<file path="config.mk">
export PLATFORM = sky130hd
export DESIGN_NAME = sram_rw_ctrl
export DESIGN_NICKNAME = d
export VERILOG_FILES = /design/src/rtl/sram_rw_ctrl.sv
export SDC_FILE = /design/constraint.sdc
export NUM_CORES = 1
export LEC_CHECK = 0
export ABC_CLOCK_PERIOD_IN_PS = 3850
export CORE_MARGIN = 4
export CORE_UTILIZATION = 25
export CTS_CLUSTER_DIAMETER = 150
export DETAILED_ROUTE_END_ITERATION = 16
export SKIP_LAST_GASP = 1
export SLEW_MARGIN = 20
export SYNTH_ARGS = -nofsm -noshare
export SYNTH_HDL_FRONTEND = slang
export SYNTH_SLANG_ARGS = --single-unit
</file>
<file path="constraint.sdc">
create_clock -name clk -period 3.85 [get_ports clk]
set_input_delay 0.5775 -clock clk [delete_from_list [all_inputs] [get_ports clk]]
set_output_delay 0.5775 -clock clk [all_outputs]
set_load 0.005 [all_outputs]
</file>
<file path="src/rtl/sram_rw_ctrl.sv">
// sram_rw_ctrl: turns burst commands into per-beat accesses on a single-port SRAM,
// with a valid/ready write stream in and a 3-entry buffered read stream out.
module sram_rw_ctrl #(
    parameter int DATA_WIDTH = 8,
    parameter int ADDR_WIDTH = 8
) (
    input  logic                  clk,
    input  logic                  rst,
    input  logic                  cmd_valid,
    output logic                  cmd_ready,
    input  logic                  cmd_write,
    input  logic [ADDR_WIDTH-1:0] cmd_addr,
    input  logic [7:0]            cmd_len,
    input  logic                  wr_valid,
    output logic                  wr_ready,
    input  logic [DATA_WIDTH-1:0] wr_data,
    output logic                  rd_valid,
    input  logic                  rd_ready,
    output logic [DATA_WIDTH-1:0] rd_data,
    output logic                  busy,
    output logic                  sram_csb0,
    output logic                  sram_web0,
    output logic [ADDR_WIDTH-1:0] sram_addr0,
    output logic [DATA_WIDTH-1:0] sram_din0,
    input  logic [DATA_WIDTH-1:0] sram_dout0
);
    typedef enum logic [1:0] {IDLE, WRITE, READ, DRAIN} state_e;
    state_e                state_q, state_d;
    logic [ADDR_WIDTH-1:0] ptr_q, ptr_d, addr_q, addr_d;
    logic [8:0]            left_q, left_d;
    logic                  csb_q, csb_d, web_q, web_d;
    logic [DATA_WIDTH-1:0] din_q, din_d;
    logic [DATA_WIDTH-1:0] buf_q [3];
    logic [1:0]            cnt_q, wp_q, rp_q;
    logic                  p1, p2_q, pop;
    logic [2:0]            credit;

    // p1: read being driven this cycle; p2_q: read sampled last edge, data due next edge
    assign p1        = ~csb_q & web_q;
    assign pop       = rd_valid & rd_ready;
    assign credit    = {1'b0, cnt_q} + {2'b0, p1} + {2'b0, p2_q} - {2'b0, pop};
    assign cmd_ready = (state_q == IDLE) & ~rst;
    assign wr_ready  = state_q == WRITE;
    assign busy      = state_q != IDLE;
    assign rd_valid  = cnt_q != 2'd0;
    assign rd_data   = buf_q[rp_q];
    assign sram_csb0  = csb_q;
    assign sram_web0  = web_q;
    assign sram_addr0 = addr_q;
    assign sram_din0  = din_q;

    always_comb begin
        state_d = state_q;
        ptr_d   = ptr_q;
        left_d  = left_q;
        csb_d   = 1'b1;
        web_d   = 1'b1;
        addr_d  = addr_q;
        din_d   = din_q;
        case (state_q)
            IDLE: if (cmd_valid) begin
                if (cmd_write) begin
                    state_d = WRITE;
                    ptr_d   = cmd_addr;
                    left_d  = {1'b0, cmd_len} + 9'd1;
                end else begin
                    // the buffer is always empty here, so the first read issues at once
                    csb_d   = 1'b0;
                    addr_d  = cmd_addr;
                    ptr_d   = cmd_addr + ADDR_WIDTH'(1);
                    left_d  = {1'b0, cmd_len};
                    state_d = (cmd_len == 8'd0) ? DRAIN : READ;
                end
            end
            WRITE: if (wr_valid) begin
                csb_d   = 1'b0;
                web_d   = 1'b0;
                addr_d  = ptr_q;
                din_d   = wr_data;
                ptr_d   = ptr_q + ADDR_WIDTH'(1);
                left_d  = left_q - 9'd1;
                state_d = (left_q == 9'd1) ? IDLE : WRITE;
            end
            READ: if (credit < 3'd3) begin
                csb_d   = 1'b0;
                addr_d  = ptr_q;
                ptr_d   = ptr_q + ADDR_WIDTH'(1);
                left_d  = left_q - 9'd1;
                state_d = (left_q == 9'd1) ? DRAIN : READ;
            end
            default: if (!p1 && !p2_q && (cnt_q == 2'd0 || (cnt_q == 2'd1 && pop)))
                state_d = IDLE;
        endcase
    end

    always_ff @(posedge clk or posedge rst) begin
        if (rst) begin
            state_q <= IDLE;
            ptr_q   <= '0;
            left_q  <= '0;
            csb_q   <= 1'b1;
            web_q   <= 1'b1;
            addr_q  <= '0;
            din_q   <= '0;
            p2_q    <= 1'b0;
            cnt_q   <= 2'd0;
            wp_q    <= 2'd0;
            rp_q    <= 2'd0;
            for (int i = 0; i < 3; i++) buf_q[i] <= '0;
        end else begin
            state_q <= state_d;
            ptr_q   <= ptr_d;
            left_q  <= left_d;
            csb_q   <= csb_d;
            web_q   <= web_d;
            addr_q  <= addr_d;
            din_q   <= din_d;
            p2_q    <= p1;
            cnt_q   <= cnt_q + {1'b0, p2_q} - {1'b0, pop};
            if (p2_q) buf_q[wp_q] <= sram_dout0;
            wp_q    <= p2_q ? ((wp_q == 2'd2) ? 2'd0 : wp_q + 2'd1) : wp_q;
            rp_q    <= pop ? ((rp_q == 2'd2) ? 2'd0 : rp_q + 2'd1) : rp_q;
        end
    end
endmodule

</file>
# == Word-level counts from Yosys, hierarchy flattened ==
# Index checks and enable logic that the tools add are counted.
# totals
register_bits,68
memories,0
ram_bits,0
output_inout_bits,30
input_bits,38
latchBits,0
wordCells,102
mem_bits_ro,0
# classes
div,0
order_cmp,4
n_shift,0
muxes,38
multipliers,0
eq_ne,10
n_bitwise,7
reduce_logical,18
addsub,11
# ops
op,n
$mux 8,11
$pmux 8 s3,2
$mux 9,4
$pmux 9 s3,1
$bwmux 24,1
$add 8x1->8 const B,2
$bmux 8 s2,1
$demux 8 s2,1
$mux 2,7
$add 8x1->9 const B,1
$eq 9x1->1 const B,1
$sub 9x1->9 const B,1
$logic_not 8->1,1
$mux 1,8
$ne 2x2->1 const B,4
$reduce_and 4->1,2
$eq 2x2->1 const B,3
$ge 3x3->1 const B,2
$not 2->3,2
$pmux 2 s3,1
$reduce_and 5->1,1
$add 2x1->2 const B,2
$eq 2x1->1 const B,2
$logic_and 1x1->1,4
other kinds (17),23

# == Longest topological paths before layout ==
# logic_depth
ltp_word,8
mapped_depth,15
mapped_depth_nobuf,13

# == Least setup slack after synthesis ==
# Ideal clock, no wire load.
# synth_path
kind,flip-flop to flip-flop
startpoint,reg cnt_q[1]
endpoint,reg addr_q[0] (netlist: sram_addr0[0])
setup_slack_ns,0.916
period_less_slack_ns,2.934
n_path_buf,1
stages_incl_launch_ff,15
required_ns,3.725
arrival_ns,2.809
path_cell_list,dfrtp_1 -> inv_1 -> nand2_1 -> nand2_1 -> inv_1 -> ha_1 -> fa_1 -> inv_1 -> fa_1 -> nor2b_1 -> o21ai_2 -> and3b_1 -> buf_6 -> nand2_8 -> mux2_4
# synth_via
elab_chain_len,6
# synth_lines
element,line,source
start: declaration,34,"logic [1:0] cnt_q, wp_q, rp_q;"
start signal: assignment,119,"cnt_q <= cnt_q + {1'b0, p2_q} - {1'b0, pop};"
$reduce_bool 2->1,45,assign rd_valid = cnt_q != 2'd0;
net rd_valid,17,"output logic rd_valid,"
$and 1x1->1,40,assign pop = rd_valid & rd_ready;
$sub 3x1->3,41,"assign credit = {1'b0, cnt_q} + {2'b0, p1} + {2'b0, p2_q} - {2'b0, pop};"
$lt 3x2->1,84,READ: if (credit < 3'd3) begin
$ne 2x2->1 (no source line),-,
$reduce_and 5->1 (no source line),-,
end signal: assignment,116,addr_q <= addr_d;
end: declaration,29,"logic [ADDR_WIDTH-1:0] ptr_q, ptr_d, addr_q, addr_d;"
# The timed path passes the listed nets, and every way through them passes these cells.
# A chain may end at the register's enable or synchronous reset.

# == Worst setup path after layout ==
# layout_path
startpoint,in rd_ready
endpoint,reg addr_q[1] (netlist: sram_addr0[1])
# layout_via
elab_chain_len,5
# layout_lines
element,line,source
start: declaration,18,"input logic rd_ready,"
$and 1x1->1,40,
$sub 3x1->3,41,
$lt 3x2->1,84,
$ne 2x2->1 (no source line),-,
$reduce_and 5->1 (no source line),-,
# Every way passes these cells.

==> impl_metrics.toml <==
[floorplan]
fp.coreArea_um2 = 14600
die_h_um = 131
dieArea_um2 = 17100
io_pins = 68
rows = 44
dieWidth_um = 131
start_util_pct = 25.8

[yosys]
synth.net_count = 403
yosysTopAreaCell = "dfrtp_1"
synthCells = 350
synth_ff_type = "dfrtp_1"
yosysSeqAreaShare_pct = 45.1
ys_types = 56
syn_area_um2 = 3780
synth-seq-cells = 68
synth-async-reset-ratio_pct = 100
syn_avg_cell_area_um2 = 10.8
yosysWarnings = 0
synth_top_area_share_pct = 43.7
synth-edff-count = 0
synth_area_leaders = "dfrtp_1 (44%), mux2_2 (11%), ha_1 (4.3%)"

[placed_design]
gp_congestion = 0.852
hpwl_mm = 6.63
port_buffers = 67

[worst_setup_path]
startpoint = "rd_ready"
crit_fanout = 23
rr_worst_depth = 14
start_kind = "input port"
cp.arrival_ns = 3.54
r2r_slack_ns = 0.60
crit_type = "input port to flip-flop"
crit-reg2reg-launch = "cnt_q[1]"
required_ns = 4.06
r2r_end = "sram_addr0[1]"
worstSetupEndpointType = "flip-flop"

[cts]
cts_buffer_depth = 2
htree_levels = 3
cts_inserted_buffers = 9
cts_resized = 0
clock_sinks = 68
root_buffer = "clkbuf_16"
clk_pin_slew_ns = 0.06
postCtsSetupRepairBufs = 0
cts_tree = "yes"
hold_buffers = 0
clk_latency_ns = 0.33

[sta]
setup_viol = 0
worst_clock_skew_ns = 0.00658
fmaxAchievable_ghz = 0.301
post-route-min-period_ns = 3.33
hold_viol = 0
drv_slew = 0
rsz0062_at_grt = "false"
worst_slew_pin_slew_ns = 0.919
tns_ns = 0
slew_headroom_pct = 38.7
finalCritPeriodShare_pct = 86.4

[global_route]
antenna_found_initial = 0
overflow = 0
grt_max_degree = 32
groute.usage.overall_pct = 10.8
grt_pass1_vias = 2942
grt_pass1_wl_mm = 14.9

[min_path]
min_path_cells = 1
worstHoldEndpoint = "wp_q[1]"
hp-class = "flip-flop to flip-flop"
min_from = "p2_q"

[finish]
finalNetCount = 472
fillers = 1472
layout_common_cells = "clkdlybuf4s50_1 (67), dfrtp_1 (66), nand2_1 (37), mux2_2 (36), inv_1 (22)"
area_delta_synth_final_pct = 32.5
drive_gt1_share_pct = 17.2
layout_commonest_cell = "clkdlybuf4s50_1"
diodes = 0

[detailed_routing]
vias = 2861
vias_per_cell = 4.71
drtIter0Drc = 210
remaining_drc_errors = 0
firstDrtPassIters = 4
wl_mm = 8.96
post_drt_wl_per_cell_um = 14.7
antenna_left = 0

[power]
ir_worst_vdd_mv = 0.363
p_per_area_nw_per_um2 = 940
total_power_mw = 4.70
cellLeakagePower_nw = 2.10

[status]
outcome = "finished, final reports clean"

[job]
drv_cap = 0
==> metal layers <==
metal | part of all wire, % | GRT usage, %
met5 | 0 | 0
met4 | 1.2 | 3.09
met3 | 4.8 | 2.76
met2 | 42 | 15.8
met1 | 52 | 15.9
==> flip-flops by register name, summed over array words and instances (netlist names) <==
| signal | cells |
|---|---|
| buf_q | 24 |
| cnt_q | 2 |
| left_q | 9 |
| p2_q | 1 |
| ptr_q | 8 |
| rp_q | 2 |
| sram_addr0 | 8 |
| sram_csb0 | 1 |
| sram_din0 | 8 |
| sram_web0 | 1 |
| state_q | 2 |
| wp_q | 2 |
==> layout make-up <==
| class | count | area (um2) | area share (%) |
|---|---|---|---|
| inverters | 23 | 86.3 | 1.72 |
| clock buffers | 11 | 253 | 5.05 |
| clock inverters | 5 | 106 | 2.12 |
| well taps | 184 | 230 | 4.60 |
| repair buffers | 72 | 721 | 14.4 |
| multi-input cells | 245 | 1910 | 38.1 |
| flip-flops and latches | 68 | 1700 | 34.0 |
==> cell usage after synthesis (all sizes together), types with 7 or more instances <==
library cell   n
mux2i         10
ha            13
a21oi         14
o21ai         22
nor2           7
nand2         39
xnor2         10
o22ai          7
dfrtp         66
buf            9
nand3         10
mux2          46
inv           23
==> per-stage QoR <==
| step | std cells | setup WS [ns] | util [%] | hold slack [ns] | instance area, um2 |
|---|---|---|---|---|---|
| final | 608 | 0.525 | 34.2 | 0.491 | 5010 |
| after global routing | 608 | 0.379 | 34.2 | 0.509 | 5010 |
| after CTS | 608 | 0.551 | 34.2 | 0.497 | 5010 |
| after detailed placement | 592 | 0.197 | 31.7 | 0.482 | 4650 |
| after global placement | 592 | 0.257 | 31.7 | 0.466 | 4650 |
| after floorplan | 350 | 0.916 | - | 0.447 | 3780 |
==> cell families after synthesis <==
logic type,count (synthesis),share of synthesized area [%]
AO/OA/AOI/OAI,69,11.7
XOR/XNOR,16,3.71
adder cells (fa/ha/maj),15,5.37
buffers and inverters,37,4.44
flip-flops,68,45.1
multiplexers,56,17.2
AND/OR/NAND/NOR,89,12.5
==> report_power, final <==
| part | leakage (nW) | total, mW | switching, mW | internal [mW] |
|---|---|---|---|---|
| logic | 1.12 | 2.33 | 1.07 | 1.27 |
| registers | 0.803 | 1.39 | 0.294 | 1.10 |
| clock network | 0.172 | 0.981 | 0.311 | 0.670 |
| total | 2.10 | 4.70 | 1.67 | 3.03 |
==> worst max-delay path, cell delays in order <==
cell and delay, ns:
clkdlybuf4s50_1 0.52, nand2_1 0.12, inv_1 0.11, ha_1 0.24, fa_1 0.35, inv_1 0.07, fa_1 0.39, nor2b_1 0.15
o21ai_2 0.15, and3b_1 0.24, buf_12 0.18, nand2_8 0.10, mux2_4 0.31
==> worst max path at each step <==
stage | endpoint | cells past startpoint
floorplan | sram_addr0[0] | 14
global placement | sram_addr0[0] | 13
detailed placement | sram_addr0[1] | 13
CTS | sram_addr0[1] | 13
global route | sram_addr0[1] | 13
finish | sram_addr0[1] | 13
(Power assumes the default switching activity.)
==> RTL edit 1: new RTL, config.mk and constraints unchanged <==
Reset style: synchronous (`rst`), changed in one clocked block.
--- a/src/rtl/sram_rw_ctrl.sv
+++ b/src/rtl/sram_rw_ctrl.sv
@@ -95,3 +95,3 @@
 
-    always_ff @(posedge clk or posedge rst) begin
+    always_ff @(posedge clk) begin
         if (rst) begin
Function: differs if rst is asserted again (counterexample within 4 cycles, from zero or initial values and one cycle with rst high); with rst held inactive, the same outputs for 10 cycles.
==> RTL edit 1 against the unedited design <==
Cell count increased by 15%; worst setup slack improved by 0.094 ns; area after synthesis increased by 10%; final area increased by 8.6%; routed wire length increased by 27%; sequential cell count increased by 10; fmax increased by 2.9%; power decreased by 21%; critical path type unchanged; largest power group unchanged.
==> RTL edit 1: results (changes against the unedited design) <==
** Synthesis
- The post-synthesis sequential area ratio is 45.1% (about the same).
- Cell count after synthesis :: 413 (was 350)
- Number of different library cells in the post-synthesis netlist :: 63 (was 56)
- Top post-synthesis cells by count: sky130_fd_sc_hd__dfxtp_1, sky130_fd_sc_hd__edfxtp_1, sky130_fd_sc_hd__nand2_1 (was sky130_fd_sc_hd__dfrtp_1, sky130_fd_sc_hd__nand2_1, sky130_fd_sc_hd__mux2_2).
- Post-Syn Nets :: 466 (was 403)

** Placed design
- The routability congestion estimate from global placement came to 0.835 (was 0.852).
- Detailed Place HPWL :: 8250 µm (was 6630 µm)
- Post-detailed-placement cell area :: 5100 µm² (was 4650 µm²)

** Outcome
- Status :: finished clean (unchanged)

** STA
- Final worst hold slack :: 0.455 ns (was 0.491 ns)
- Worst Skew :: 0.00725 ns (was 0.00658 ns)

** Drt
- The average wire per cell in the routed design is 16.3 µm (was 14.7 µm).
- Initial DRC count :: 277 (was 210)
- The average via count per standard cell was 5.03 (was 4.71).

** Global routing
- Total global routing track utilization :: 12.7% (was 10.8%)
- The maximum number of pins on one net before global-route repair came to 33 (was 32).
- Vias in the first global route :: 3649 (was 2942)
- The first-pass GRT wire length was 18800 µm (was 14900 µm).

** Critical path
- The largest fanout on the critical path came to 17 (was 23).
- The worst flop-to-flop path startpoint was cnt_q[1] (unchanged).
- The biggest cell delay along the critical path is 0.41 ns (was 0.52 ns).
- The logic depth of the worst register-to-register path was 10 (was 14).

** Cells and area
- The multi-input combinational gate total is 287 (was 245).
- Layout sequential cell count :: 78 (was 68)
- Clk cell area share :: 6.24% (was 7.17%)
- The footprint of the multi-input gates is 2100 µm² (was 1910 µm²).
- Clock Buffer Count :: 10 (was 11)
- The ratio of cells with drive above 1 in the final layout was 9.52% (was 17.2%).

** Power
- The maximum resistive drop on vdd is 0.262 mV (was 0.363 mV).

** Floorplan
- The area of the die is 18800 µm² (was 17100 µm²).

** Min path
- End of the worst hold path :: sram_din0[1] (was wp_q[1])
- Instance count along the most critical hold path :: 2 (was 1)
- Worst Hold Launch :: sram_din0[1] (was p2_q)
## RTL edit 1: cell count changes after synthesis, sizes merged, moves of 8 or more
cell    delta
mux4       +8
edfxtp    +32
dfxtp     +46
nand2     -11
dfrtp     -66
a21oi     +13
clkbuf    +11
nor2       +8
a31oi     +11
a311oi     +9
and2      +23
mux2      -46
o21ai     -12
nand3      +9
## RTL edit 1: how the worst max path moves through the flow
stage | startpoint | endpoint | slack (ns) | depth (start not counted)
2_1_floorplan | rd_ready | state_q[1] | 0.77 | 10
3_3_place_gp | rd_ready | state_q[1] | 0.32 | 11
3_5_place_dp | rd_ready | state_q[1] | 0.25 | 11
4_1_cts | rd_ready | state_q[1] | 0.62 | 11
5_1_grt | rd_ready | state_q[0] | 0.41 | 11
6_report | rd_ready | state_q[1] | 0.62 | 11
## RTL edit 1: worst min-delay path, delay by kind of cell, from the launching register on
family	cells	cell delay, ns
flops	1	0.30
simple gates	1	0.05
compound gates	1	0.05
## RTL edit 1: routing by layer
| layer | global-route usage [%] | vias to the layer above | share of wire [%] |
|---|---|---|---|
| met5 | 0 | - | 0 |
| met4 | 2.83 | 0 | 1.2 |
| met3 | 3.83 | 12 | 5.5 |
| met2 | 21.3 | 83 | 49 |
| met1 | 16.1 | 1723 | 44 |
| li1 | - | 1698 | - |
## RTL edit 1: power by group
part	total, mW	switching (mW)	internal [mW]
combinational	1.53	0.826	0.704
sequential	1.20	0.170	1.03
clock	0.971	0.337	0.634
## RTL edit 1: cell families after synthesis
| family | Yosys count | synth area share [%] |
|---|---|---|
| mux | 16 | 6.24 |
| xor+xnor | 11 | 2.31 |
| fa+ha+maj | 15 | 4.86 |
| simple gates | 142 | 18.9 |
| buf+inv | 48 | 4.59 |
| compound gates | 103 | 18.0 |
| flops | 78 | 45.1 |
==> RTL edit 2: new RTL, same flow settings <==
Without the edit above. `ADDR_WIDTH`: 8 -> 6.
--- a/src/rtl/sram_rw_ctrl.sv
+++ b/src/rtl/sram_rw_ctrl.sv
@@ -4,3 +4,3 @@
     parameter int DATA_WIDTH = 8,
-    parameter int ADDR_WIDTH = 8
+    parameter int ADDR_WIDTH = 6
 ) (
Ports: changed (resized cmd_addr and sram_addr0); port bits go from 68 to 64. The function was not compared with the original's and may differ.
==> RTL edit 2 against the unedited design <==
Final area fell by 7.0%; fmax fell by 0.50%; register-to-register slack barely moved; count of clock-buffer cells in the layout fell by 2; highest routed layer unchanged; routed wire length fell by 10%; die area fell by 7.0%; clock skew rose by 0.0010 ns; worst setup slack got worse by 0.017 ns; power fell by 11%; area after synthesis fell by 7.5%; critical endpoint is now left_q[3]; critical path depth fell by 1; sequential cell count fell by 4.
==> RTL edit 2: results (changes against the unedited design) <==
** Power
- The maximum resistive drop on vdd was 0.433 mV (was 0.363 mV).
- Logic gate share of total power :: 49.9% (was 49.6%)
- Power Combinational :: 2.09 mW (was 2.33 mW)
- The switching power of the nets is 1.65 mW (was 1.67 mW).

** Cells and area
- The fraction of standard cell area that is sequential was 34.5% (was 34.0%).
- The non-clock buffer count in the final layout came to 67 (was 72).
- Count of non-CTS inverters in the layout :: 20 (was 23)
- The fill cell total of the finished layout was 1389 (was 1472).
- The footprint of the multi-input gates is 1770 µm² (was 1910 µm²).
- NumNets Final :: 448 (was 472)
- The ratio of cells with drive above 1 in the final layout was 14.9% (was 17.2%).
- The multi-input combinational gate total came to 235 (was 245).
- The clock tree cell share of total cell area came to 7.07% (was 7.17%).
- Layout buffering overhead excluding clock cells :: 14.2% (was 14.4%)

** Global routing
- Global-route track usage on met2 :: 15.3% (was 15.8%)
- The met3 track utilization from global routing was 2.75% (was 2.76%).
- The via count of the first global-routing pass came to 2715 (was 2942).
- The overall routing resource usage came to 10.5% (was 10.8%).

** Placed design
- Setup Slack @ Placement :: 0.205 ns (was 0.197 ns)
- Buffers added on ports :: 63 (was 67)
- The post-placement cell count is 562 (was 592).
- RD Place Congestion :: 0.814 (was 0.852)
- Detailed Place HPWL :: 6040 µm (was 6630 µm)
- The instance area after placement came to 4330 µm² (was 4650 µm²).

** Critical path
- Arr. time, crit path :: 3.50 ns (was 3.54 ns)
- The terminus of the critical flop-to-flop path is left_q[3] (was sram_addr0[1]).
- The logic depth of the worst register-to-register path came to 13 (was 14).

** Min path
- End of the worst hold path :: sram_addr0[4] (was wp_q[1])
- The worst hold path depth came to 2 (was 1).
- The hold path startpoint was sram_addr0[4] (was p2_q).

** Outcome
- Status: finished clean (unchanged).

** Synthesis
- Top post-synthesis cells by count :: sky130_fd_sc_hd__dfrtp_1, sky130_fd_sc_hd__nand2_1, sky130_fd_sc_hd__mux2_2 (unchanged)
- The number of nets produced by synthesis came to 381 (was 403).
- The number of register bits inferred by synthesis was 64 (was 68).
- The distinct cell type count after synthesis is 51 (was 56).

** Drt
- The wire length reported by the detailed router came to 8040 µm (was 8960 µm).
- The routed length on met3 is 362 µm (was 430 µm).
- Average wire per cell in the routed design :: 13.9 µm (was 14.7 µm)
- Met2 Wirelength :: 3530 µm (was 3780 µm)
- The violation count after the first detailed-routing iteration came to 131 (was 210).
RTL edit 2: cells by family (layout without fill, tap and decap cells):
kind of cell / after synthesis / count (layout) / synth area share [%]
AO/OA/AOI/OAI: 66 / 66 / 12.6
XOR/XNOR: 15 / 15 / 3.76
adder cells (fa/ha/maj): 15 / 15 / 5.80
buffers and inverters: 31 / 103 / 3.61
flip-flops: 64 / 64 / 45.9
multiplexers: 48 / 48 / 14.9
AND/OR/NAND/NOR: 91 / 91 / 13.5
RTL edit 2: worst max-delay path by stage:
stage               slack (ns)     start       endpoint  cells past startpoint
detailed placement        0.21  rd_ready  sram_addr0[5]                     13
CTS                       0.55  rd_ready  sram_addr0[0]                     13
global route              0.31  rd_ready  sram_addr0[0]                     13
finish                    0.51  rd_ready      left_q[3]                     12
floorplan                 0.93  cnt_q[1]      left_q[6]                     13
global placement          0.29  rd_ready      left_q[3]                     12
